`config.mk`:
```
export PLATFORM = sky130hd
export DESIGN_NAME = sh7604_dbus_arb_flat
export DESIGN_NICKNAME = d
export VERILOG_FILES = /design/src/rtl/sh7604_dbus_arb_if.sv /design/src/rtl/sh7604_dbus_arb.sv /design/src/flat_wrapper.sv
export SDC_FILE = /design/constraint.sdc
export NUM_CORES = 1
export LEC_CHECK = 0
export BUFFER_PORTS_ARGS = -buffer_cell sky130_fd_sc_hd__buf_2
export CAP_MARGIN = 30
export CORE_MARGIN = 4
export CORE_UTILIZATION = 45
export DETAILED_ROUTE_END_ITERATION = 8
export HOLD_SLACK_MARGIN = 0.1
export PLACE_DENSITY = 0.76
export SYNTH_ARGS = -nofsm -noshare
export SYNTH_HDL_FRONTEND = slang
export SYNTH_SLANG_ARGS = --single-unit
```
`constraint.sdc`:
```
create_clock -name CLK -period 1.89 [get_ports CLK]
set_input_delay 0 -clock CLK [delete_from_list [all_inputs] [get_ports CLK]]
set_output_delay 0 -clock CLK [all_outputs]
set_load 0.01 [all_outputs]
```
`src/rtl/sh7604_dbus_arb_if.sv`:
```
// sh7604_dbus_arb_if: DBUS request/grant bundle between the bus masters and the arbiter.
// master: drives clock enables, requests, attributes and BSC wait; sees grants.
// slave: the arbiter side.
interface sh7604_dbus_arb_if;
  logic CE_R, CE_F;
  logic CPU_REQ, CPU_LOCK, CPU_BURST;
  logic DMA_REQ, DMA_LOCK, DMA_BURST;
  logic EXT_BREQ, DBUS_WAIT;
  logic GNT_CPU, GNT_DMA, EXT_BACK, CPU_WAIT, ACC_DONE;
  logic [1:0] BUS_SEL;
  modport master (
    output CE_R, CE_F, CPU_REQ, CPU_LOCK, CPU_BURST, DMA_REQ, DMA_LOCK, DMA_BURST, EXT_BREQ, DBUS_WAIT,
    input  GNT_CPU, GNT_DMA, EXT_BACK, CPU_WAIT, ACC_DONE, BUS_SEL
  );
  modport slave (
    input  CE_R, CE_F, CPU_REQ, CPU_LOCK, CPU_BURST, DMA_REQ, DMA_LOCK, DMA_BURST, EXT_BREQ, DBUS_WAIT,
    output GNT_CPU, GNT_DMA, EXT_BACK, CPU_WAIT, ACC_DONE, BUS_SEL
  );
endinterface

```
`src/rtl/sh7604_dbus_arb.sv`:
```
// sh7604_dbus_arb: SH7604 DBUS arbiter sharing the bus between CPU, DMAC and an external master.
// Ports: CLK, RST (async active-high), bus (slave modport: CE_R/CE_F enables, requests with
// lock/burst, EXT_BREQ, DBUS_WAIT in; registered GNT_CPU/GNT_DMA/EXT_BACK/BUS_SEL, CPU_WAIT, ACC_DONE out).
// Optional macro SH7604_ARB_FAIR_EN: DMA hold counter giving the CPU one slot every MAX_HOLD DMA accesses.
module sh7604_dbus_arb #(
  parameter int MAX_HOLD = 8
) (
  input logic CLK,
  input logic RST,
  sh7604_dbus_arb_if.slave bus
);
  typedef enum logic [2:0] {IDLE, CPU, DMA, EXT, TURN} state_t;
  state_t state, nxt, pick;
  logic from_ext, done_q, acc, gnt_cpu, gnt_dma, gnt_ext;
  logic [1:0] sel;
  logic oreq, olock, compl, done_eff, rearb, arb, fair;
  if (MAX_HOLD < 1 || MAX_HOLD > 255) begin : g_bad_hold
    $error("MAX_HOLD must be 1..255");
  end
  assign oreq = state == CPU ? bus.CPU_REQ : state == DMA ? bus.DMA_REQ : state == EXT ? bus.EXT_BREQ : 1'b0;
  assign olock = state == CPU ? (bus.CPU_LOCK | bus.CPU_BURST) :
                 state == DMA ? (bus.DMA_LOCK | bus.DMA_BURST) : 1'b0;
  assign compl = bus.CE_F & oreq & ~bus.DBUS_WAIT;
  // a completion sampled on the same CLK as CE_R is already visible to that update
  assign done_eff = done_q | compl;
  // a dropped request only releases the bus once the BSC is not stretching the access
  assign rearb = ~olock & (oreq ? done_eff : ~bus.DBUS_WAIT);
  assign arb = state == IDLE | ((state == CPU | state == DMA) & rearb);
`ifdef SH7604_ARB_FAIR_EN
  logic [7:0] cnt;
  logic [8:0] cnt_eff;
  logic dma_done;
  assign dma_done = compl & (state == DMA);
  assign cnt_eff = {1'b0, cnt} + {8'd0, dma_done};
  assign fair = (state == DMA) & bus.CPU_REQ & (cnt_eff >= 9'(MAX_HOLD));
  always_ff @(posedge CLK or posedge RST)
    if (RST) cnt <= 8'd0;
    else if (bus.CE_R & (nxt == CPU | state == IDLE)) cnt <= 8'd0;
    else if (dma_done & cnt != 8'hff) cnt <= cnt + 8'd1;
`else
  assign fair = 1'b0;
`endif
  always_comb begin
    pick = bus.EXT_BREQ ? TURN : fair ? CPU : bus.DMA_REQ ? DMA : bus.CPU_REQ ? CPU : IDLE;
    nxt = arb ? pick :
          state == EXT ? (bus.EXT_BREQ ? EXT : TURN) :
          state == TURN ? (from_ext ? IDLE : EXT) : state;
  end
  always_ff @(posedge CLK or posedge RST)
    if (RST) begin
      state <= IDLE;
      from_ext <= 1'b0;
      done_q <= 1'b0;
      acc <= 1'b0;
      gnt_cpu <= 1'b0;
      gnt_dma <= 1'b0;
      gnt_ext <= 1'b0;
      sel <= 2'b00;
    end else begin
      acc <= compl;
      if (bus.CE_R) begin
        state <= nxt;
        from_ext <= state == EXT;
        done_q <= 1'b0;
        gnt_cpu <= nxt == CPU;
        gnt_dma <= nxt == DMA;
        gnt_ext <= nxt == EXT;
        sel <= nxt == CPU ? 2'b01 : nxt == DMA ? 2'b10 : nxt == EXT ? 2'b11 : 2'b00;
      end else if (compl) done_q <= 1'b1;
    end
  assign bus.GNT_CPU = gnt_cpu;
  assign bus.GNT_DMA = gnt_dma;
  assign bus.EXT_BACK = gnt_ext;
  assign bus.BUS_SEL = sel;
  assign bus.ACC_DONE = acc;
  assign bus.CPU_WAIT = bus.CPU_REQ & ~gnt_cpu;
endmodule

```
`src/flat_wrapper.sv`:
```
// flat-port wrapper written by rule: the top's interface ports become plain ports
module sh7604_dbus_arb_flat 
#(
  parameter int MAX_HOLD = 8
)
  (CLK, RST, bus_CE_R, bus_CE_F, bus_CPU_REQ, bus_CPU_LOCK, bus_CPU_BURST, bus_DMA_REQ, bus_DMA_LOCK, bus_DMA_BURST, bus_EXT_BREQ, bus_DBUS_WAIT, bus_GNT_CPU, bus_GNT_DMA, bus_EXT_BACK, bus_CPU_WAIT, bus_ACC_DONE, bus_BUS_SEL);
  sh7604_dbus_arb_if bus_i ();
  input logic CLK;
  input logic RST;
  input wire logic [$bits(bus_i.CE_R)-1:0] bus_CE_R;
  input wire logic [$bits(bus_i.CE_F)-1:0] bus_CE_F;
  input wire logic [$bits(bus_i.CPU_REQ)-1:0] bus_CPU_REQ;
  input wire logic [$bits(bus_i.CPU_LOCK)-1:0] bus_CPU_LOCK;
  input wire logic [$bits(bus_i.CPU_BURST)-1:0] bus_CPU_BURST;
  input wire logic [$bits(bus_i.DMA_REQ)-1:0] bus_DMA_REQ;
  input wire logic [$bits(bus_i.DMA_LOCK)-1:0] bus_DMA_LOCK;
  input wire logic [$bits(bus_i.DMA_BURST)-1:0] bus_DMA_BURST;
  input wire logic [$bits(bus_i.EXT_BREQ)-1:0] bus_EXT_BREQ;
  input wire logic [$bits(bus_i.DBUS_WAIT)-1:0] bus_DBUS_WAIT;
  output wire logic [$bits(bus_i.GNT_CPU)-1:0] bus_GNT_CPU;
  output wire logic [$bits(bus_i.GNT_DMA)-1:0] bus_GNT_DMA;
  output wire logic [$bits(bus_i.EXT_BACK)-1:0] bus_EXT_BACK;
  output wire logic [$bits(bus_i.CPU_WAIT)-1:0] bus_CPU_WAIT;
  output wire logic [$bits(bus_i.ACC_DONE)-1:0] bus_ACC_DONE;
  output wire logic [$bits(bus_i.BUS_SEL)-1:0] bus_BUS_SEL;
  assign bus_i.CE_R = bus_CE_R;
  assign bus_i.CE_F = bus_CE_F;
  assign bus_i.CPU_REQ = bus_CPU_REQ;
  assign bus_i.CPU_LOCK = bus_CPU_LOCK;
  assign bus_i.CPU_BURST = bus_CPU_BURST;
  assign bus_i.DMA_REQ = bus_DMA_REQ;
  assign bus_i.DMA_LOCK = bus_DMA_LOCK;
  assign bus_i.DMA_BURST = bus_DMA_BURST;
  assign bus_i.EXT_BREQ = bus_EXT_BREQ;
  assign bus_i.DBUS_WAIT = bus_DBUS_WAIT;
  assign bus_GNT_CPU = bus_i.GNT_CPU;
  assign bus_GNT_DMA = bus_i.GNT_DMA;
  assign bus_EXT_BACK = bus_i.EXT_BACK;
  assign bus_CPU_WAIT = bus_i.CPU_WAIT;
  assign bus_ACC_DONE = bus_i.ACC_DONE;
  assign bus_BUS_SEL = bus_i.BUS_SEL;
  sh7604_dbus_arb #(.MAX_HOLD(MAX_HOLD)) u_core (.CLK(CLK), .RST(RST), .bus(bus_i));
endmodule
```
# [Yosys cells after proc, flatten, opt, wreduce, memory -nomap -nowiden]
# Cells that the tools add are included.
# W data, S select, Z words.
[totals] in_bits=12 word_cells=49 register_bits=11
[classes] n_bitwise=13 mux=19 n_reduce_logical=2 n_eq_ne=7
[ops] operator="$mux W3" n=6
[ops] operator="$eq A3 B2 Y1 const B" n=4
[ops] operator="$mux W1" n=9
[ops] operator="$mux W2" n=4
[ops] operator="$eq A3 B1 Y1 const B" n=2
[ops] operator="$and A1 B1 Y1" n=5
[ops] operator="$or A1 B1 Y1" n=5
[ops] operator="$eq A3 B3 Y1 const B" n=1
[ops] operator="$logic_not A3 Y1" n=1
[ops] operator="$not A1 Y1" n=3
[ops] operator="$reduce_bool A2 Y1" n=1

# [Longest topological paths before layout]
# Gate-level depths: netlist of run 1.
[depth] word_depth=16 depth_mapped=6 depth_no_buf=5

# [Worst setup path before layout of run 1]
# No wires, ideal clock.
[synth_path] path_type="register -> register" startpoint="register u_core.state[1]" endpoint="register u_core.gnt_cpu (netlist: u_core.bus.GNT_CPU)" path_slack_ns=0.097 required_time_ns=1.787 arrival_ns=1.689 setup_ns=0.103 path_stages_with_launch=6 synth_period_minus_slack_ns=1.793 cell_sequence="dfrtp_1 > mux2_4 > a211oi_2 > a211oi_1 > or3_1 > o41ai_2"
[synth_between] elab_chain_cells=13 word_cells_on_any_way=23 cone_classes="eq/ne (5); mux (9); bitwise (8); reduce/logical (1)"
[synth_rtl] item="start, declared" line_no="sh7604_dbus_arb.sv:13" text="state_t state, nxt, pick;"
[synth_rtl] item="start signal, assigned" line_no="sh7604_dbus_arb.sv:62" text="state <= nxt;"
[synth_rtl] item="$eq A3 B2 Y1" line_no="sh7604_dbus_arb.sv:20, sh7604_dbus_arb.sv:46"
[synth_rtl] item="$mux W1 (3 in a row)" line_no="sh7604_dbus_arb.sv:20" text="assign oreq = state == CPU ? bus.CPU_REQ : state == DMA ? bus.DMA_REQ : state == EXT ? bus.EXT_BREQ : 1'b0;"
[synth_rtl] item="$and A1 B1 Y1 (2 in a row)" line_no="sh7604_dbus_arb.sv:23" text="assign compl = bus.CE_F & oreq & ~bus.DBUS_WAIT;"
[synth_rtl] item="$or A1 B1 Y1" line_no="sh7604_dbus_arb.sv:25" text="assign done_eff = done_q | compl;"
[synth_rtl] item="$mux W1" line_no="sh7604_dbus_arb.sv:27" text="assign rearb = ~olock & (oreq ? done_eff : ~bus.DBUS_WAIT);"
[synth_rtl] item="$and A1 B1 Y1" line_no="sh7604_dbus_arb.sv:27"
[synth_rtl] item="$and A1 B1 Y1" line_no="sh7604_dbus_arb.sv:28" text="assign arb = state == IDLE | ((state == CPU | state == DMA) & rearb);"
[synth_rtl] item="$or A1 B1 Y1" line_no="sh7604_dbus_arb.sv:28"
[synth_rtl] item="$mux W3 *" line_no="sh7604_dbus_arb.sv:45" text="nxt = arb ? pick :"
[synth_rtl] item="$eq A3 B1 Y1 *" line_no="sh7604_dbus_arb.sv:65" text="gnt_cpu <= nxt == CPU;"
[synth_rtl] item="end signal, assigned" line_no="sh7604_dbus_arb.sv:55" text="gnt_cpu <= 1'b0;"
[synth_rtl] item="end signal, assigned" line_no="sh7604_dbus_arb.sv:65"
[synth_rtl] item="end, declared" line_no="sh7604_dbus_arb.sv:14" text="logic from_ext, done_q, acc, gnt_cpu, gnt_dma, gnt_ext;"
# Mark *: on every way between the ends. The rest lies on a longest branch, timed or not.
# A chain may end at the register's enable or synchronous reset.

# [Final worst setup path of run 1]
# Ends and elaborated chain as after synthesis.

==> out/results.md, run 1 <==
## Status
• run status: complete, but fails checks
• violated checks: negative setup slack

## Routing
• Detailed Routing Iterations Pass 1: 4
• vias per cell: 5.85
• average wire per standard cell: 15.8 um
• via count: 755
• final antenna-violating net count: 0
• DRC: 0
• total detailed-routing wirelength: 2.03 mm
• Detailed Route Iter0 Violations: 16

## Global routing
• all-layer global routing usage: 0.179
• number of antenna violations at the first check in global routing: 0
• global-route wire length before repair: 3.39 mm
• total global routing overflow: 0
• maximum number of pins on one net before global-route repair: 13
• vias in the first global route: 742

## Timing
• Max Clock Skew: 0.00510 ns
• maximum clock frequency: 509 MHz
• setup repair after global routing missed its margin: true
• final setup slack of the worst path: -0.0763 ns
• final critical-path share of the clock period: 1.04
• final worst path period need: 1.97 ns
• transition time at the pin with the least slew margin: 0.594 ns
• Hold Violations, Final: 0
• # setup viols final: 2
• Hold Slack: 0.209 ns
• number of slew-limit violations in the final report: 0
• sum of negative setup slack: -0.0806 ns
• headroom to the max-slew limit: 0.601

## Critical path
• crit path kind: reg2reg
• Worst R2R End: u_core.bus.GNT_CPU$_DFFE_PP0P_
• kind of end point of the critical path: flip-flop
• cell count of the worst reg-to-reg path: 5
• startpoint class of the critical path: flip-flop
• maximum fanout along the worst path: 5
• worst path required time: 2.06 ns
• setup slack of the most critical reg-to-reg path: -0.08 ns
• Crit path arrival time: 2.14 ns
• Critical Path Stages: 5
• critical register-to-register path startpoint: u_core.state[1]$_DFFE_PP0P_
• worst stage delay on the critical path: 0.43 ns
• launching instance or port of the critical path: u_core.state[1]$_DFFE_PP0P_
• cell at the slowest stage of the critical path: sky130_fd_sc_hd__dfrtp_2
• buffers and inverters on the worst path: 0
• ordered cell list for the critical path: mux2_4, a211oi_4, a211oi_2, or3_4, o41ai_4
• Largest delay share family, worst path: compound AO/OA/AOI/OAI gates

## Final layout
• final-layout fill cell count: 120
• most frequent standard cell in the layout excluding fill and tap cells: sky130_fd_sc_hd__buf_2
• Post-Layout Cell Count: 129
• Final #Nets: 126
• proportion of layout cells with a drive suffix above 1: 0.389
• Area growth, synth to finish: 40.2%
• top library cells by usage in the layout, fill and taps aside: sky130_fd_sc_hd__buf_2, sky130_fd_sc_hd__dfrtp_1, sky130_fd_sc_hd__nand2_1, sky130_fd_sc_hd__buf_4
• FF+latch area: 277 um2
• combined area of the multi-input logic cells: 492 um2
• number of diodes: 0

## Power
• maximum VDD drop: 0.639 mV
• Net Switching: 0.000340 W
• sw frac: 0.388
• Clk network pwr share: 0.183
• cell area power density: 854 mW/mm2
• Total Power Consumption: 0.000876 W
• internal power consumption: 0.000536 W
• sequential cell fraction of total power: 0.346
• LEAKAGE: 0.503 nW
• part of the total power dissipated in combinational logic: 0.472

## Synth
• combinational family with the most area after synthesis: compound AO/OA/AOI/OAI gates
• share of the yosys chip area belonging to registers: 0.376
• synthesized instance count: 83
• number of synthesized flops with an enable pin: 0
• mean instance size in the synthesized netlist: 8.82 um2
• Adder-Cell Fraction of Synth Area: 0
• Primary FF master, synth: sky130_fd_sc_hd__dfrtp_1
• cell area after technology mapping: 732 um2
• fraction of registers with async set or reset after synthesis: 1.00
• count of distinct cell types in the synthesized netlist: 33
• warning count from the yosys run: 0
• number of storage elements in the synthesis netlist: 11
• post-synthesis share of cell area spent on and, or, nand and nor gates: 0.231
• nets in the synthesized netlist: 95
• fraction of synthesized cell area in xor and xnor cells: 0
• largest cells by area after synthesis: sky130_fd_sc_hd__dfrtp_1, sky130_fd_sc_hd__a21oi_1, sky130_fd_sc_hd__a211oi_1, sky130_fd_sc_hd__nand2_1, sky130_fd_sc_hd__o211ai_1
• area leader, netlist: sky130_fd_sc_hd__dfrtp_1
• post-synth top area share: 0.376
• share of cell area taken by muxes after synthesis: 0.0342
• fraction of the mapped netlist area in compound gates: 0.311

## Clock tree
• count of H-tree levels built during CTS: 1
• Clock Tree Root: sky130_fd_sc_hd__clkbuf_4
• total clock buffers created by CTS: 3
• clock tree from TritonCTS: built
• clock tree sinks: 11
• Worst-path clk slew: 0.07 ns
• Skew-Pair Late Insertion Delay: 0.27 ns
• buffer depth of the longest clock path: 2

## Min path
• min-delay worst type: in2reg
• Worst Hold Launch: bus_CE_F
• Hold Path Sink: u_core.done_q$_DFFE_PP0P_
• number of cells traversed by the worst hold path: 5

## Die
• # IOs: 19
• area of the core region: 0.00152 mm2
• Vert. Die Dim: 48.3 um
• Initial Util: 0.480
• die footprint: 0.00234 mm2
• die span in x: 48.3 um
• number of rows created at floorplan: 14

## Placed design
• DP HPWL: 1.37 mm
• total placed cells including tap cells: 117
• pre-CTS WS: -0.0761 ns
• routability-driven placement congestion ratio: 0.898
• number of buffers inserted by port buffering: 18

## Flow run
• max capacitance violation total: 0

## stage by stage
stage / instance area [um2] / util
after global placement: 856 / 0.562
after floorplan: 732 / -
after detailed placement: 856 / 0.562
after global routing: 1030 / 0.673
final: 1030 / 0.673
after CTS: 957 / 0.628
## layout make-up
class,count,share of cell area
clock buffer,4,0.0256
inverter,5,0.0183
sequential,11,0.270
tap,16,0.0195
multi-input combinational,63,0.479
timing repair buffer,30,0.188
## tightest hold or removal path, cell delays in order
cell	delay, ns
sky130_fd_sc_hd__buf_2	0.10
sky130_fd_sc_hd__nand2b_1	0.11
sky130_fd_sc_hd__a211oi_1	0.09
sky130_fd_sc_hd__nor2_1	0.09
sky130_fd_sc_hd__nor2_1	0.04
## logic make-up after synthesis
family          count (synthesis)
simple gates                   30
compound gates                 31
mux                             2
flops                          11
buf+inv                         9
## registers in the layout (all words and copies together) (netlist names)
name / cells
u_core.bus.BUS_SEL: 2
u_core.bus.ACC_DONE: 1
u_core.from_ext: 1
u_core.done_q: 1
u_core.state: 3
u_core.bus.GNT_DMA: 1
u_core.bus.GNT_CPU: 1
u_core.bus.EXT_BACK: 1
## how the worst max path moves through the flow
stage,to,slack [ns]
global placement,u_core.bus.GNT_CPU$_DFFE_PP0P_,0.02
global route,u_core.bus.GNT_CPU$_DFFE_PP0P_,-0.13
CTS,u_core.bus.GNT_CPU$_DFFE_PP0P_,-0.04
finish,u_core.bus.GNT_CPU$_DFFE_PP0P_,-0.08
floorplan,u_core.bus.GNT_CPU$_DFFE_PP0P_,0.1
detailed placement,u_core.bus.GNT_CPU$_DFFE_PP0P_,-0.08
## synthesized netlist by cell type, types with 2 or more instances
library cell                n
sky130_fd_sc_hd__inv_1      5
sky130_fd_sc_hd__o21ai_0    4
sky130_fd_sc_hd__o31ai_1    3
sky130_fd_sc_hd__nor4b_1    2
sky130_fd_sc_hd__nand2_1    8
sky130_fd_sc_hd__a211oi_1   4
sky130_fd_sc_hd__o21ai_1    2
sky130_fd_sc_hd__nor2b_1    3
sky130_fd_sc_hd__nor3_1     2
sky130_fd_sc_hd__dfrtp_1   11
sky130_fd_sc_hd__a211o_1    2
sky130_fd_sc_hd__o211ai_1   3
sky130_fd_sc_hd__and4b_1    2
sky130_fd_sc_hd__nor2_1     4
sky130_fd_sc_hd__nand2b_1   3
sky130_fd_sc_hd__clkbuf_1   3
sky130_fd_sc_hd__a21oi_1    6
## power groups by stage
stage                     clock network [W]  registers, W  logic, W
after floorplan                           0      0.000290  0.000224
after global placement                    0      0.000307  0.000308
after CTS                          0.000162      0.000307  0.000334
after detailed placement                  0      0.000309  0.000313
final                              0.000160      0.000303  0.000413
after global routing               0.000177      0.000307  0.000448
## repair_timing
action	CTS	global route
endpoints found under the setup margin	4	8
gates resized for setup	4	9
pin swaps	4	6
hold endpoints to repair	16	0
hold buffers	5	0
setup buffers	1	2
## layer usage
metal	global-route usage	vias up	share of wire
met5	0	-	0
met4	0.111	0	0.037
met3	0.0337	9	0.061
met2	0.276	26	0.46
met1	0.227	348	0.44
li1	-	372	-
Power figures use the tool's default switching activity.
==> inputs of run 2 (changes only) <==
CORE_ASPECT_RATIO = 1.2   (was unset)
==> run 2 against run 1 <==
The flow still finishes with violations (negative setup slack). Register-to-register slack gained 0.03 ns. Wire length grew 1.5%. Power grew 8.1%. Clock skew grew 0.0035 ns. Cell count grew 2.3%. Sequential cell count is the same. Die area grew 0.11%. Fmax grew 1.6%. Critical path type unchanged. Largest cell class unchanged.
==> out/results.md, run 2 (same netlist as run 1, synthesis figures left out) <==
## Status
• run status: complete, but fails checks, unchanged
• violated checks: negative setup slack, unchanged

## Global routing
• total global routing overflow: 0, unchanged
• global-route met2 utilization: 0.337, was 0.276
• busiest metal layer after global routing: met2, unchanged
• GR Layer Usage met3: 0.0378, was 0.0337
• number of antenna violations at the first check in global routing: 0, unchanged
• global-route wire length before repair: 3.43 mm, was 3.39 mm
• met1 track utilization from global routing: 0.237, was 0.227
• maximum number of pins on one net before global-route repair: 13, unchanged
• vias in the first global route: 793, was 742
• all-layer global routing usage: 0.197, was 0.179

## Final layout
• number of diodes: 0, unchanged
• most frequent standard cell in the layout excluding fill and tap cells: sky130_fd_sc_hd__buf_2, unchanged
• proportion of layout cells with a drive suffix above 1: 0.443, was 0.389
• largest register by flop count: u_core.state, unchanged
• FF+latch area: 277 um2, unchanged
• final-layout fill cell count: 104, was 120
• number of flip-flops in the largest register: 3, unchanged
• combined area of the multi-input logic cells: 531 um2, was 492 um2
• Final #Nets: 128, was 126
• top library cells by usage in the layout, fill and taps aside: sky130_fd_sc_hd__buf_2, sky130_fd_sc_hd__dfrtp_1, sky130_fd_sc_hd__buf_4, sky130_fd_sc_hd__nand2_1, was sky130_fd_sc_hd__buf_2, sky130_fd_sc_hd__dfrtp_1, sky130_fd_sc_hd__nand2_1, sky130_fd_sc_hd__buf_4
• Area growth, synth to finish: 47.9%, was 40.2%

## Timing
• setup repair after global routing missed its margin: true, unchanged
• final setup slack of the worst path: -0.0453 ns, was -0.0763 ns
• sum of negative setup slack: -0.150 ns, was -0.0806 ns
• Hold Violations, Final: 0, unchanged
• maximum clock frequency: 517 MHz, was 509 MHz
• Hold Slack: 0.204 ns, was 0.209 ns
• final critical-path share of the clock period: 1.02, was 1.04
• transition time at the pin with the least slew margin: 0.449 ns, was 0.594 ns
• headroom to the max-slew limit: 0.698, was 0.601
• number of slew-limit violations in the final report: 0, unchanged
• final worst path period need: 1.94 ns, was 1.97 ns
• # setup viols final: 5, was 2
• Max Clock Skew: 0.00865 ns, was 0.00510 ns

## Critical path
• setup slack of the most critical reg-to-reg path: -0.05 ns, was -0.08 ns
• maximum fanout along the worst path: 5, unchanged
• worst stage delay on the critical path: 0.43 ns, about the same
• startpoint class of the critical path: flip-flop, unchanged
• Largest delay share family, worst path: compound AO/OA/AOI/OAI gates, unchanged
• worst path required time: 2.06 ns, about the same
• kind of end point of the critical path: flip-flop, unchanged
• Worst R2R End: u_core.bus.GNT_CPU$_DFFE_PP0P_, unchanged
• ordered cell list for the critical path: mux2_4, a211oi_4, a211oi_2, or3_4, o41ai_4, unchanged
• cell count of the worst reg-to-reg path: 5, unchanged
• cell at the slowest stage of the critical path: sky130_fd_sc_hd__dfrtp_1, was sky130_fd_sc_hd__dfrtp_2
• crit path kind: reg2reg, unchanged
• buffers and inverters on the worst path: 0, unchanged
• Crit path arrival time: 2.10 ns, was 2.14 ns
• critical register-to-register path startpoint: u_core.state[1]$_DFFE_PP0P_, unchanged

## Placed design
• DP HPWL: 1.38 mm, was 1.37 mm
• routability-driven placement congestion ratio: 0.867, was 0.898
• number of buffers inserted by port buffering: 18, unchanged

## Routing
• Detailed Route Iter0 Violations: 10, was 16
• final antenna-violating net count: 0, unchanged
• vias per cell: 5.96, was 5.85
• Detailed Routing Iterations Pass 1: 4, unchanged
• total detailed-routing wirelength: 2.06 mm, was 2.03 mm
• average wire per standard cell: 15.6 um, was 15.8 um
• via count: 787, was 755
• DRC: 0, unchanged

## Flow run
• max capacitance violation total: 0, unchanged

## Min path
• Hold Path Sink: u_core.done_q$_DFFE_PP0P_, unchanged
• number of cells traversed by the worst hold path: 5, unchanged
• min-delay worst type: in2reg, unchanged
• Worst Hold Launch: bus_DMA_REQ, was bus_CE_F

## Power
• internal power consumption: 0.000573 W, was 0.000536 W
• part of the total power dissipated in combinational logic: 0.509, was 0.472
• maximum VDD drop: 0.672 mV, was 0.639 mV
• cell area power density: 875 mW/mm2, was 854 mW/mm2
• sw frac: 0.394, was 0.388
• Net Switching: 0.000373 W, was 0.000340 W
• LEAKAGE: 0.539 nW, was 0.503 nW
• Clk network pwr share: 0.165, was 0.183
• sequential cell fraction of total power: 0.326, was 0.346

## Clock tree
• total clock buffers created by CTS: 3, unchanged
• Skew-Pair Late Insertion Delay: 0.27 ns, about the same
• Worst-path clk slew: 0.08 ns, was 0.07 ns
• count of H-tree levels built during CTS: 1, unchanged
• buffer depth of the longest clock path: 2, unchanged
• Clock Tree Root: sky130_fd_sc_hd__clkbuf_4, unchanged
• clock tree from TritonCTS: built, unchanged
• clock tree sinks: 11, unchanged

## Die
• Vert. Die Dim: 52.2 um, was 48.3 um
• area of the core region: 0.00148 mm2, was 0.00152 mm2
• # IOs: 19, unchanged
• Initial Util: 0.494, was 0.480
• die footprint: 0.00234 mm2, about the same
• number of rows created at floorplan: 15, was 14
• die span in x: 44.8 um, was 48.3 um

[run 2: metrics by stage]
| stage | cell area, um2 | util | cells | worst slack, ns | total power (W) |
|---|---|---|---|---|---|
| floorplan | 732 | - | 83 | 0.0974 | 0.000513 |
| global placement | 865 | 0.583 | 119 | 0.00874 | 0.000635 |
| detailed placement | 865 | 0.583 | 119 | -0.124 | 0.000642 |
| CTS | 985 | 0.664 | 129 | 0.00167 | 0.000836 |
| global route | 1080 | 0.730 | 132 | -0.133 | 0.00102 |
| finish | 1080 | 0.730 | 132 | -0.0453 | 0.000947 |
[run 2: worst reg2reg max path: stages (launching register included)]
cell and delay (ns):
sky130_fd_sc_hd__dfrtp_1 0.43, sky130_fd_sc_hd__mux2_4 0.36, sky130_fd_sc_hd__a211oi_4 0.25, sky130_fd_sc_hd__a211oi_2 0.14, sky130_fd_sc_hd__or3_4 0.37, sky130_fd_sc_hd__o41ai_4 0.29
[run 2: power groups by stage]
stage / logic, W / clock network (W) / registers (W)
global route: 0.000527 / 0.000177 / 0.000314
finish: 0.000482 / 0.000156 / 0.000309
detailed placement: 0.000339 / 0 / 0.000303
CTS: 0.000370 / 0.000161 / 0.000305
floorplan: 0.000224 / 0 / 0.000290
global placement: 0.000334 / 0 / 0.000301
[run 2: final cells by class]
class                      count  share of cell area
clock inverter                 1             0.00462
inverter                       5              0.0173
tap                           17              0.0197
timing repair buffer          32               0.192
clock buffer                   3              0.0208
sequential                    11               0.255
multi-input combinational     63               0.490
[run 2: per-layer routing]
layer,share of wire,wire length [um]
met1,0.40,832
met2,0.53,1100
met3,0.051,105
met4,0.011,23
met5,0,0
[run 2: timing repair]
item,4_1_cts,5_1_grt
endpoints found under the setup margin,4,7
resized for setup,7,12
cloned,0,0
hold buffers,5,0
pin swaps,4,5
setup buffers,1,3
hold endpoints to repair,16,0
[run 2: worst max-delay path by stage]
stage                                           start                              to  slack (ns)  depth (start not counted)
final                     u_core.state[1]$_DFFE_PP0P_  u_core.bus.GNT_CPU$_DFFE_PP0P_       -0.05                          5
after global routing      u_core.state[1]$_DFFE_PP0P_  u_core.bus.GNT_DMA$_DFFE_PP0P_       -0.13                          7
after CTS                 u_core.state[1]$_DFFE_PP0P_  u_core.bus.GNT_CPU$_DFFE_PP0P_       0.002                          5
after detailed placement  u_core.state[1]$_DFFE_PP0P_  u_core.bus.GNT_CPU$_DFFE_PP0P_       -0.12                          6
after global placement    u_core.state[1]$_DFFE_PP0P_  u_core.bus.GNT_CPU$_DFFE_PP0P_       0.009                          6
after floorplan           u_core.state[1]$_DFFE_PP0P_  u_core.bus.GNT_CPU$_DFFE_PP0P_         0.1                          5
==> inputs of run 3 (changes only) <==
CORE_UTILIZATION = 30   (was 45)
CTS_CLUSTER_DIAMETER = 30   (was unset)
PLACE_DENSITY = 0.56   (was 0.76)
SKIP_LAST_GASP = 1   (was unset)
==> run 3 against run 2 <==
The run still ends with negative setup slack left. Core utilization shrank 30 points. Sequential share of layout area grew 2.2 points. Fmax shrank 0.26%. Cell count grew 6.8%. Critical path depth is the same. Final area shrank 7.4%. Non-clock buffer count shrank 5. Sequential cell count is the same. Critical path type unchanged. Worst setup slack lost 0.0050 ns. First-iteration DRC count grew 130%. Clock-buffer cell count is the same. Wire length shrank 4.7%.
==> out/results.md, run 3 (same netlist as run 1, synthesis figures left out) <==
## Die
• Vert. Die Dim: 62.1 um, was 52.2 um
• Initial Util: 0.317, was 0.494
• number of rows created at floorplan: 19, was 15
• # IOs: 19, unchanged
• die span in x: 53.1 um, was 44.8 um
• area of the core region: 0.00231 mm2, was 0.00148 mm2
• die footprint: 0.00330 mm2, was 0.00234 mm2

## Routing
• final antenna-violating net count: 0, unchanged
• vias per cell: 5.33, was 5.96
• total detailed-routing wirelength: 1.97 mm, was 2.06 mm
• via count: 752, was 787
• DRC: 0, unchanged
• Detailed Route Iter0 Violations: 23, was 10
• Detailed Routing Iterations Pass 1: 4, unchanged
• average wire per standard cell: 13.9 um, was 15.6 um

## Placed design
• pre-CTS WS: -0.0906 ns, was -0.124 ns
• routability-driven placement congestion ratio: 0.852, was 0.867
• total placed cells including tap cells: 131, was 119
• number of buffers inserted by port buffering: 18, unchanged
• DP HPWL: 1.48 mm, was 1.38 mm

## Global routing
• vias in the first global route: 751, was 793
• global-route wire length before repair: 3.39 mm, was 3.43 mm
• maximum number of pins on one net before global-route repair: 13, unchanged
• number of antenna violations at the first check in global routing: 0, unchanged
• all-layer global routing usage: 0.135, was 0.197
• total global routing overflow: 0, unchanged

## Critical path
• cell at the slowest stage of the critical path: sky130_fd_sc_hd__dfrtp_2, was sky130_fd_sc_hd__dfrtp_1
• Crit path arrival time: 2.11 ns, was 2.10 ns
• critical register-to-register path startpoint: u_core.state[1]$_DFFE_PP0P_, unchanged
• maximum fanout along the worst path: 5, unchanged
• kind of end point of the critical path: flip-flop, unchanged
• worst path required time: 2.06 ns, about the same
• setup slack of the most critical reg-to-reg path: -0.05 ns, about the same
• buffers and inverters on the worst path: 0, unchanged
• ordered cell list for the critical path: mux2_4, a211oi_4, a211oi_2, or3_4, o41ai_2, was mux2_4, a211oi_4, a211oi_2, or3_4, o41ai_4
• worst stage delay on the critical path: 0.45 ns, was 0.43 ns
• Worst R2R End: u_core.bus.GNT_CPU$_DFFE_PP0P_, unchanged
• cell count of the worst reg-to-reg path: 5, unchanged
• Largest delay share family, worst path: compound AO/OA/AOI/OAI gates, unchanged
• crit path kind: reg2reg, unchanged
• startpoint class of the critical path: flip-flop, unchanged

## Min path
• Worst Hold Launch: bus_DMA_REQ, unchanged
• number of cells traversed by the worst hold path: 5, unchanged
• Hold Path Sink: u_core.done_q$_DFFE_PP0P_, unchanged
• min-delay worst type: in2reg, unchanged

## Timing
• final worst path period need: 1.94 ns, about the same
• final critical-path share of the clock period: 1.03, was 1.02
• number of slew-limit violations in the final report: 0, unchanged
• headroom to the max-slew limit: 0.631, was 0.698
• setup repair after global routing missed its margin: true, unchanged
• Hold Violations, Final: 0, unchanged
• maximum clock frequency: 515 MHz, was 517 MHz
• Max Clock Skew: 0.00229 ns, was 0.00865 ns
• transition time at the pin with the least slew margin: 0.549 ns, was 0.449 ns
• final setup slack of the worst path: -0.0504 ns, was -0.0453 ns
• # setup viols final: 1, was 5

## Clock tree
• clock tree from TritonCTS: built, unchanged
• buffer depth of the longest clock path: 2, unchanged
• clock tree sinks: 11, unchanged
• total clock buffers created by CTS: 3, unchanged
• Worst-path clk slew: 0.07 ns, was 0.08 ns
• Clock Tree Root: sky130_fd_sc_hd__clkbuf_4, unchanged
• count of H-tree levels built during CTS: 1, unchanged
• Skew-Pair Late Insertion Delay: 0.27 ns, about the same

## Final layout
• number of flip-flops in the largest register: 3, unchanged
• utilization of the core after routing: 0.435, was 0.730
• Post-Layout Cell Count: 141, was 132
• most frequent standard cell in the layout excluding fill and tap cells: sky130_fd_sc_hd__buf_2, unchanged
• top library cells by usage in the layout, fill and taps aside: sky130_fd_sc_hd__buf_2, sky130_fd_sc_hd__dfrtp_1, sky130_fd_sc_hd__nand2_1, was sky130_fd_sc_hd__buf_2, sky130_fd_sc_hd__dfrtp_1, sky130_fd_sc_hd__buf_4, sky130_fd_sc_hd__nand2_1
• proportion of layout cells with a drive suffix above 1: 0.382, was 0.443
• largest register by flop count: u_core.state, unchanged
• Final #Nets: 123, was 128
• number of diodes: 0, unchanged
• Area growth, synth to finish: 36.9%, was 47.9%

## Power
• LEAKAGE: 0.470 nW, was 0.539 nW
• cell area power density: 825 mW/mm2, was 875 mW/mm2
• Clk network pwr share: 0.193, was 0.165
• internal power consumption: 0.000502 W, was 0.000573 W
• sw frac: 0.393, was 0.394
• Net Switching: 0.000325 W, was 0.000373 W
• maximum VDD drop: 0.465 mV, was 0.672 mV
• sequential cell fraction of total power: 0.378, was 0.326
• part of the total power dissipated in combinational logic: 0.429, was 0.509

## Flow run
• max capacitance violation total: 0, unchanged

## Status
• violated checks: negative setup slack, unchanged
• run status: complete, but fails checks, unchanged

## run 3: cell types whose count changed in the layout (fill, tap and decap cells not counted), moves of 2 or more
cell and delta:
sky130_fd_sc_hd__buf_4 -6, sky130_fd_sc_hd__nor4b_4 -2, sky130_fd_sc_hd__o31ai_1 +2, sky130_fd_sc_hd__o31ai_2 -2
## run 3: stage by stage
stage	total power (W)	setup TNS, ns	cell area [um2]	hold slack, ns
finish	0.000827	-0.0504	1000	0.196
global route	0.000891	-0.399	1000	0.258
CTS	0.000826	-0.0332	980	0.185
detailed placement	0.000622	-0.227	867	0.0157
global placement	0.000617	0	867	0.0213
floorplan	0.000513	0	732	-0.148
## run 3: layer usage
metal	share of wire	global-route usage	vias up
li1	-	-	365
met1	0.43	0.174	361
met2	0.50	0.199	18
met3	0.032	0.0287	8
met4	0.036	0.0831	0
met5	0	0	-
## run 3: worst min-delay path, cell delays in order
cell,delay (ns)
sky130_fd_sc_hd__buf_2,0.14
sky130_fd_sc_hd__nand3_1,0.08
sky130_fd_sc_hd__a211oi_1,0.09
sky130_fd_sc_hd__nor2_1,0.09
sky130_fd_sc_hd__nor2_1,0.04
## run 3: cell type report
| class | instances | area [um2] |
|---|---|---|
| clock buffers | 3 | 22.5 |
| clock inverters | 1 | 5.00 |
| multi-input cells | 63 | 465 |
| flip-flops and latches | 11 | 278 |
| repair buffers | 27 | 174 |
| well taps | 31 | 38.8 |
| fillers | 240 | 1300 |
| inverters | 5 | 18.8 |
## run 3: timing repair
item                       in CTS  in global routing
hold buffers                    5                  0
hold endpoints to repair       16                  0
pin swaps                       7                  6
setup buffers                   0                  1
setup endpoints to repair       4                  5
gates resized for setup         9                  3
## run 3: power by group through the flow
stage,clock (W),sequential (W),combinational [W]
after detailed placement,0,0.000309,0.000313
after CTS,0.000170,0.000313,0.000343
after global routing,0.000181,0.000320,0.000390
final,0.000159,0.000313,0.000355
after global placement,0,0.000305,0.000312
after floorplan,0,0.000290,0.000224
## run 3: worst max path at each step
stage                                     start                        endpoint  depth (start not counted)
finish              u_core.state[1]$_DFFE_PP0P_  u_core.bus.GNT_CPU$_DFFE_PP0P_                          5
global route        u_core.state[1]$_DFFE_PP0P_  u_core.bus.GNT_CPU$_DFFE_PP0P_                          5
CTS                 u_core.state[1]$_DFFE_PP0P_  u_core.bus.GNT_CPU$_DFFE_PP0P_                          5
detailed placement  u_core.state[0]$_DFFE_PP0P_  u_core.bus.GNT_CPU$_DFFE_PP0P_                          5
global placement    u_core.state[1]$_DFFE_PP0P_  u_core.bus.GNT_CPU$_DFFE_PP0P_                          5
floorplan           u_core.state[1]$_DFFE_PP0P_  u_core.bus.GNT_CPU$_DFFE_PP0P_                          5
